### config.mk
export PLATFORM = sky130hd
export DESIGN_NAME = snow64_mem_arbiter
export DESIGN_NICKNAME = d
export VERILOG_FILES = /design/src/rtl/snow64_mem_arbiter.sv
export SDC_FILE = /design/constraint.sdc
export NUM_CORES = 1
export LEC_CHECK = 0
export BUFFER_PORTS_ARGS = -buffer_cell sky130_fd_sc_hd__buf_2
export CORE_AREA = 4 4 525 527
export DETAILED_ROUTE_END_ITERATION = 6
export DIE_AREA = 0 0 529 531
export HOLD_SLACK_MARGIN = 0.1
export PLACE_DENSITY = 0.37
export SETUP_SLACK_MARGIN = 0.5
export SYNTH_ARGS = -nofsm -noshare
export SYNTH_HDL_FRONTEND = slang
export SYNTH_SLANG_ARGS = --single-unit
### constraint.sdc
create_clock -name clk -period 1.7 [get_ports clk]
set_input_delay 0.34 -clock clk [delete_from_list [all_inputs] [get_ports clk]]
set_output_delay 0.34 -clock clk [all_outputs]
set_load 0.02 [all_outputs]
### src/rtl/snow64_mem_arbiter.sv
// rtl/snow64_mem_arbiter.sv - two-port round-robin arbiter and sequencer for Snow64 main memory
//
// Ports:
//   clk, rst                      clock and synchronous active-high reset
//   in_p0_req_valid, in_p0_addr   port 0 (instruction fetch) read request
//   out_p0_req_ready              port 0 accept (valid && ready on a rising edge)
//   out_p0_rd_valid/rd_data       port 0 read completion pulse and data
//   in_p1_req_valid, in_p1_req_wr,
//   in_p1_addr, in_p1_wr_data     port 1 (data/LAR) read or write request
//   out_p1_req_ready              port 1 accept
//   out_p1_rd_valid/rd_data       port 1 read completion pulse and data
//   out_p1_wr_done                port 1 write completion pulse
//   out_mem_req_wr/addr/data      memory write-enable, line index, write data
//   in_mem_data                   memory registered (one-cycle latency) read data
module snow64_mem_arbiter #(
  parameter int ADDR_WIDTH = 16,
  parameter int DATA_WIDTH = 256
) (
  input  logic                  clk,
  input  logic                  rst,

  input  logic                  in_p0_req_valid,
  input  logic [ADDR_WIDTH-1:0] in_p0_addr,
  output logic                  out_p0_req_ready,
  output logic                  out_p0_rd_valid,
  output logic [DATA_WIDTH-1:0] out_p0_rd_data,

  input  logic                  in_p1_req_valid,
  input  logic                  in_p1_req_wr,
  input  logic [ADDR_WIDTH-1:0] in_p1_addr,
  input  logic [DATA_WIDTH-1:0] in_p1_wr_data,
  output logic                  out_p1_req_ready,
  output logic                  out_p1_rd_valid,
  output logic                  out_p1_wr_done,
  output logic [DATA_WIDTH-1:0] out_p1_rd_data,

  output logic                  out_mem_req_wr,
  output logic [ADDR_WIDTH-1:0] out_mem_addr,
  output logic [DATA_WIDTH-1:0] out_mem_data,
  input  logic [DATA_WIDTH-1:0] in_mem_data
);

  typedef enum logic [1:0] {
    IDLE    = 2'd0,
    ISSUE   = 2'd1,
    CAPTURE = 2'd2
  } state_t;

  state_t state;
  logic   last_grant;  // port granted most recently; the other port wins a tie
  logic   cur_port;    // port owning the in-flight transaction
  logic   cur_wr;      // in-flight transaction is a write
  logic   p0_win;
  logic   p1_win;

  // Round-robin winner among currently valid requesters.
  always_comb begin
    p0_win = in_p0_req_valid && (!in_p1_req_valid || last_grant);
    p1_win = in_p1_req_valid && (!in_p0_req_valid || !last_grant);
  end

  // Ready is combinational from the valids so a request can be taken the
  // same cycle it appears; it is held low while reset is asserted because
  // the reset edge would discard anything accepted on it.
  assign out_p0_req_ready = !rst && (state == IDLE) && p0_win;
  assign out_p1_req_ready = !rst && (state == IDLE) && p1_win;

  always_ff @(posedge clk) begin
    if (rst) begin
      state           <= IDLE;
      last_grant      <= 1'b1;
      cur_port        <= 1'b0;
      cur_wr          <= 1'b0;
      out_p0_rd_valid <= 1'b0;
      out_p0_rd_data  <= '0;
      out_p1_rd_valid <= 1'b0;
      out_p1_wr_done  <= 1'b0;
      out_p1_rd_data  <= '0;
      out_mem_req_wr  <= 1'b0;
      out_mem_addr    <= '0;
      out_mem_data    <= '0;
    end else begin
      // Completion strobes are single-cycle pulses.
      out_p0_rd_valid <= 1'b0;
      out_p1_rd_valid <= 1'b0;
      out_p1_wr_done  <= 1'b0;

      case (state)
        IDLE: begin
          if (p0_win) begin
            // Port 0 only reads; write data bus keeps its previous value.
            cur_port       <= 1'b0;
            cur_wr         <= 1'b0;
            out_mem_req_wr <= 1'b0;
            out_mem_addr   <= in_p0_addr;
            last_grant     <= 1'b0;
            state          <= ISSUE;
          end else if (p1_win) begin
            cur_port       <= 1'b1;
            cur_wr         <= in_p1_req_wr;
            out_mem_req_wr <= in_p1_req_wr;
            out_mem_addr   <= in_p1_addr;
            out_mem_data   <= in_p1_wr_data;
            last_grant     <= 1'b1;
            state          <= ISSUE;
          end
        end

        ISSUE: begin
          // Memory samples address/write-enable on this edge; write-enable
          // must not linger into CAPTURE or the line would be written twice.
          out_mem_req_wr <= 1'b0;
          state          <= CAPTURE;
        end

        CAPTURE: begin
          // in_mem_data now holds the line addressed during ISSUE.
          if (cur_wr) begin
            out_p1_wr_done <= 1'b1;
          end else if (cur_port) begin
            out_p1_rd_valid <= 1'b1;
            out_p1_rd_data  <= in_mem_data;
          end else begin
            out_p0_rd_valid <= 1'b1;
            out_p0_rd_data  <= in_mem_data;
          end
          state <= IDLE;
        end

        default: state <= IDLE;
      endcase
    end
  end

endmodule

# Word level (Yosys, flattened, before mapping)
# Index checks and enable logic that the tools add are counted.
[totals]
reg_bits = 793
inputBits = 549
elab_cells = 53
output_inout_bits = 790
[op_classes]
reduce_logical = 21
eq_ne = 3
muxes = 13
n_bitwise = 4
[ops]
columns = ["cell", "n"]
rows = [
  ["2-to-1 mux 16 bit", 2],
  ["AND reduction 3 bit", 3],
  ["2-to-1 mux 1 bit", 7],
  ["logical AND 1 bit", 5],
  ["zero test 1 bit", 4],
  ["2-to-1 mux 2 bit", 2],
  ["inverter 1 bit", 4],
  ["case mux 2 bit (2 select lines)", 1],
  ["AND reduction 2 bit", 2],
  ["nonzero test 2 bit", 2],
  ["inequality test 3 bit (second input constant)", 1],
  ["OR reduction 3 bit", 1],
  ["equality test 2 x 1 -> 1 bit (second input constant)", 1],
  ["equality test 2 bit (second input constant)", 1],
  ["zero test 2 bit", 1],
  ["logical OR 1 bit", 2],
  ["case mux 1 bit (2 select lines)", 1],
  ["OR reduction 2 bit", 1],
]

# Depth between registers and ports, before layout
[logic_depth]
word_depth = 6
depth_mapped = 7
mapped_depth_nobuf = 3

# Worst setup path before layout
# OpenSTA, ideal clock, no wires.
[synth_path]
path_type = "input to output"
start = "input rst"
end = "output out_p0_req_ready"
path_buffers = 3
arrival_time_ns = 1.418
t_required_ns = 1.360
path_slack_ns = -0.058
cell_stages = 4
path_cell_list = "clkbuf_1 clkbuf_1 clkbuf_1 nor3_1"
[synth_between]
elab_chain_cells = 3
[synth_lines]
columns = ["element", "line_no", "text"]
rows = [
  ["start: declaration", "20", "input logic rst,"],
  ["zero test 1 bit", "65", "assign out_p0_req_ready = !rst && (state == IDLE) && p0_win;"],
  ["logical AND 1 bit (2 in series)", "65", ""],
  ["end: declaration", "24", "output logic out_p0_req_ready,"],
]
# No other way between the ends.

# Final worst setup path
[layout_path]
start = "register state[1]"
end = "output out_p1_req_ready"
[layout_between]
elab_chain_cells = 3
[layout_lines]
columns = ["element", "line_no", "text"]
rows = [
  ["start: declaration", "49", "state_t state;"],
  ["start signal: assignment", "70", "state <= IDLE;"],
  ["start signal: assignment", "97", "state <= ISSUE;"],
  ["start signal: assignment", "105", "state <= ISSUE;"],
  ["zero test 2 bit", "66", "assign out_p1_req_ready = !rst && (state == IDLE) && p1_win;"],
  ["logical AND 1 bit (2 in series)", "66", ""],
  ["end: declaration", "32", "output logic out_p1_req_ready,"],
]
# No other way between the ends.

==> flow_metrics.py <==
metrics = {
    "outcome": {
        "status": "finished, violations left",
        "violations": "negative setup slack",
    },
    "floorplanning": {
        "start_util": 0.0967,
        "io_pins": 1339,
        "core_um2": 271000,
        "row_count": 191,
        "dieArea_um2": 281000,
        "die_x_um": 529,
        "die_h_um": 531,
    },
    "timing": {
        "worst_slack_ns": -0.668,
        "worst_slew_pin_slew_ns": 0.736,
        "fmax_mhz": 422,
        "slew_violations": 0,
        "holdWs_ns": 0.159,
        "rsz0062_at_grt": "true",
        "setup_viol": 865,
        "fin_crit_sh": 1.39,
        "post-route-min-period_ns": 2.37,
        "hold_violations": 0,
        "maxSlewHeadroom": 0.508,
        "skew_ns": 0.0455,
    },
    "grt": {
        "gr-total-overflow": 0,
        "track_usage": 0.142,
        "grt_antenna_before_repair": 70,
        "grt_pass1_vias": 30223,
        "grt_max_degree": 73,
        "grt_pass1_wl_um": 273000,
    },
    "routing": {
        "drt-initial-drc-count": 1585,
        "drcViolationCount": 0,
        "ant_nets": 0,
        "post_drt_wl_per_cell_um": 25.0,
        "via_per_inst": 3.49,
        "firstDrtPassIters": 5,
        "num_vias": 30177,
        "wirelength_um": 216000,
    },
    "clock_tree": {
        "cts_max_level": 3,
        "cts_sinks": 793,
        "clk_transition_reported_paths_ns": 0.05,
        "ctsLongestPathBuffers": 4,
        "cts-root-buf": "clkbuf_16",
        "clk_latency_ns": 0.83,
        "cts_inserted_buffers": 107,
        "cts_tree": "built",
    },
    "critical_path": {
        "setup.worst_path.end_class": "output port",
        "cp_slowest_cell": "dfxtp_4",
        "crit_fanout": 2,
        "worstSetupPathType": "register to output port",
        "crit_arrival_ns": 2.03,
        "startpoint_type": "register",
        "cp_slowest_stage_delay_ns": 0.34,
        "r2r_start": "state[1]",
        "worstPathCellList": "or2_4 > buf_6 > nor3_4 > buf_12 > buf_8",
        "required_ns": 1.36,
        "crit_path_start": "state[1]",
    },
    "placed_design": {
        "gp_congestion": 0.878,
        "numPortBuffers": 1338,
        "hpwlAfterDp_um": 172000,
        "place_ws_ns": -0.223,
    },
    "power_and_ir_drop": {
        "peakVddDrop_mv": 0.848,
        "powerDensity_nw_per_um2": 962,
        "total_power_mw": 50.8,
        "p_leak_nw": 21.9,
    },
    "cells_and_area": {
        "nets": 5532,
        "area_delta_synth_final_pct": 102,
        "drive_gt1_frac": 0.424,
    },
    "logic_synthesis": {
        "syn_area_per_cell_um2": 8.95,
        "ys_warn_count": 0,
        "synth_top_area_share": 0.607,
        "synthTopCellsByArea": "dfxtp_1 61%, nand2_1 15%, a21oi_1 10%, a22o_1 8.6%, clkbuf_1 1.8%",
        "synth-edff-count": 0,
        "yosysTopAreaCell": "dfxtp_1",
        "ys_seq_area_frac": 0.607,
        "netlist_area_um2": 26200,
        "synthTopCellsByCount": "1026 x nand2_1, 793 x dfxtp_1, 528 x a21oi_1",
        "yosysMostFrequentCell": "nand2_1",
        "synthCells": 2922,
        "yosys.cell_types.count": 30,
        "synth-main-ff-cell": "dfxtp_1",
        "ys_async_sr_fraction": 0,
        "ys_ff_latch": 793,
        "synthesis.nets": 3471,
    },
    "job": {
        "drv_cap": 0,
    },
    "worst_hold_path": {
        "min_from": "rst",
        "hp-class": "primary input to register",
    },
}
-- cell type report --
type	instances	area [um2]
Sequential cell	793	16200
Fill cell	30068	218000
Tap cell	3570	4470
Clock inverter	38	422
Timing Repair Buffer	2195	18800
Multi-Input combinational cell	1885	9790
Inverter	1	3.75
Clock buffer	153	3040
Antenna cell	15	37.5
-- critical path, delay by kind of cell, from the launching register on --
family,cells,cell delay [ns]
simple gates,2,0.44
buf+inv,3,0.42
flops,1,0.34
-- timing repair --
action	4_1_cts	5_1_grt
buffers inserted	95	10
setup endpoints to repair	1581	1581
endpoints found under the hold margin	790	61
resized for setup	1045	154
hold buffers	551	1
pin swaps	23	53
gates cloned	19	28
-- power by group --
part / total (mW) / leakage (nW) / switching [mW] / internal, mW
Clock: 22.7 / 1.70 / 9.52 / 13.2
Combinational: 8.17 / 13.7 / 4.41 / 3.76
Sequential: 19.9 / 6.55 / 0.529 / 19.3
-- metal layers --
layer	part of all wire	vias up	global-route usage
met3	0.17	288	0.107
met1	0.37	14380	0.150
met4	0.033	22	0.0422
li1	-	14015	-
met5	0.00063	-	0
met2	0.43	1472	0.220
-- through the flow --
step / setup TNS [ns] / cells / util / area, um2
floorplan: 0 / 2922 / - / 26800
CTS: -159.73 / 8596 / 0.190 / 51400
finish: -130.28 / 8650 / 0.195 / 52800
detailed placement: -20.78 / 7740 / 0.141 / 38100
global route: -216.05 / 8641 / 0.195 / 52800
global placement: -15.97 / 7740 / 0.141 / 38100
-- layout by cell type (no fill, tap or decap), types with 5 or more instances in the layout --
cell type / netlist / layout
clkinv_2: 0 / 17
nand2_2: 0 / 14
clkbuf_1: 124 / 27
nand2_1: 1026 / 974
buf_8: 0 / 142
nand3_1: 15 / 15
buf_12: 0 / 117
diode_2: 0 / 15
a21oi_1: 528 / 489
a21oi_2: 0 / 39
dfxtp_2: 0 / 214
buf_16: 0 / 32
o21ai_0: 17 / 17
clkbuf_16: 0 / 126
bufinv_16: 0 / 5
clkinv_4: 0 / 5
a22o_1: 256 / 256
a311oi_1: 16 / 16
buf_6: 0 / 53
clkbuf_8: 0 / 19
dfxtp_4: 0 / 22
buf_2: 82 / 1104
nand2_4: 0 / 38
buf_4: 4 / 177
dfxtp_1: 793 / 557
dlygate4sd3_1: 0 / 551
-- cell families after synthesis --
logic type | synth area share
AOI/OAI and AO/OA | 0.198
and+or+nand+nor | 0.156
DFF | 0.607
buffers and inverters | 0.0397
-- registers in the layout, indices dropped and copies added (netlist names) --
signal           cells
state                2
out_p0_rd_data     256
cur_port             1
out_p1_rd_data     256
out_mem_data       256
last_grant           1
out_p1_rd_valid      1
out_mem_req_wr       1
out_mem_addr        16
cur_wr               1
out_p1_wr_done       1
out_p0_rd_valid      1
-- final timing paths --
path	end	slack (ns)	cells after the start
setup / recovery	out_p1_req_ready	-0.67	5
hold / removal	cur_port	0.16	4
setup reg to reg	out_mem_data[56]	-0.35	9
hold reg to reg	out_p0_rd_data[184]	0.45	2
Power figures use the tool's default switching activity.
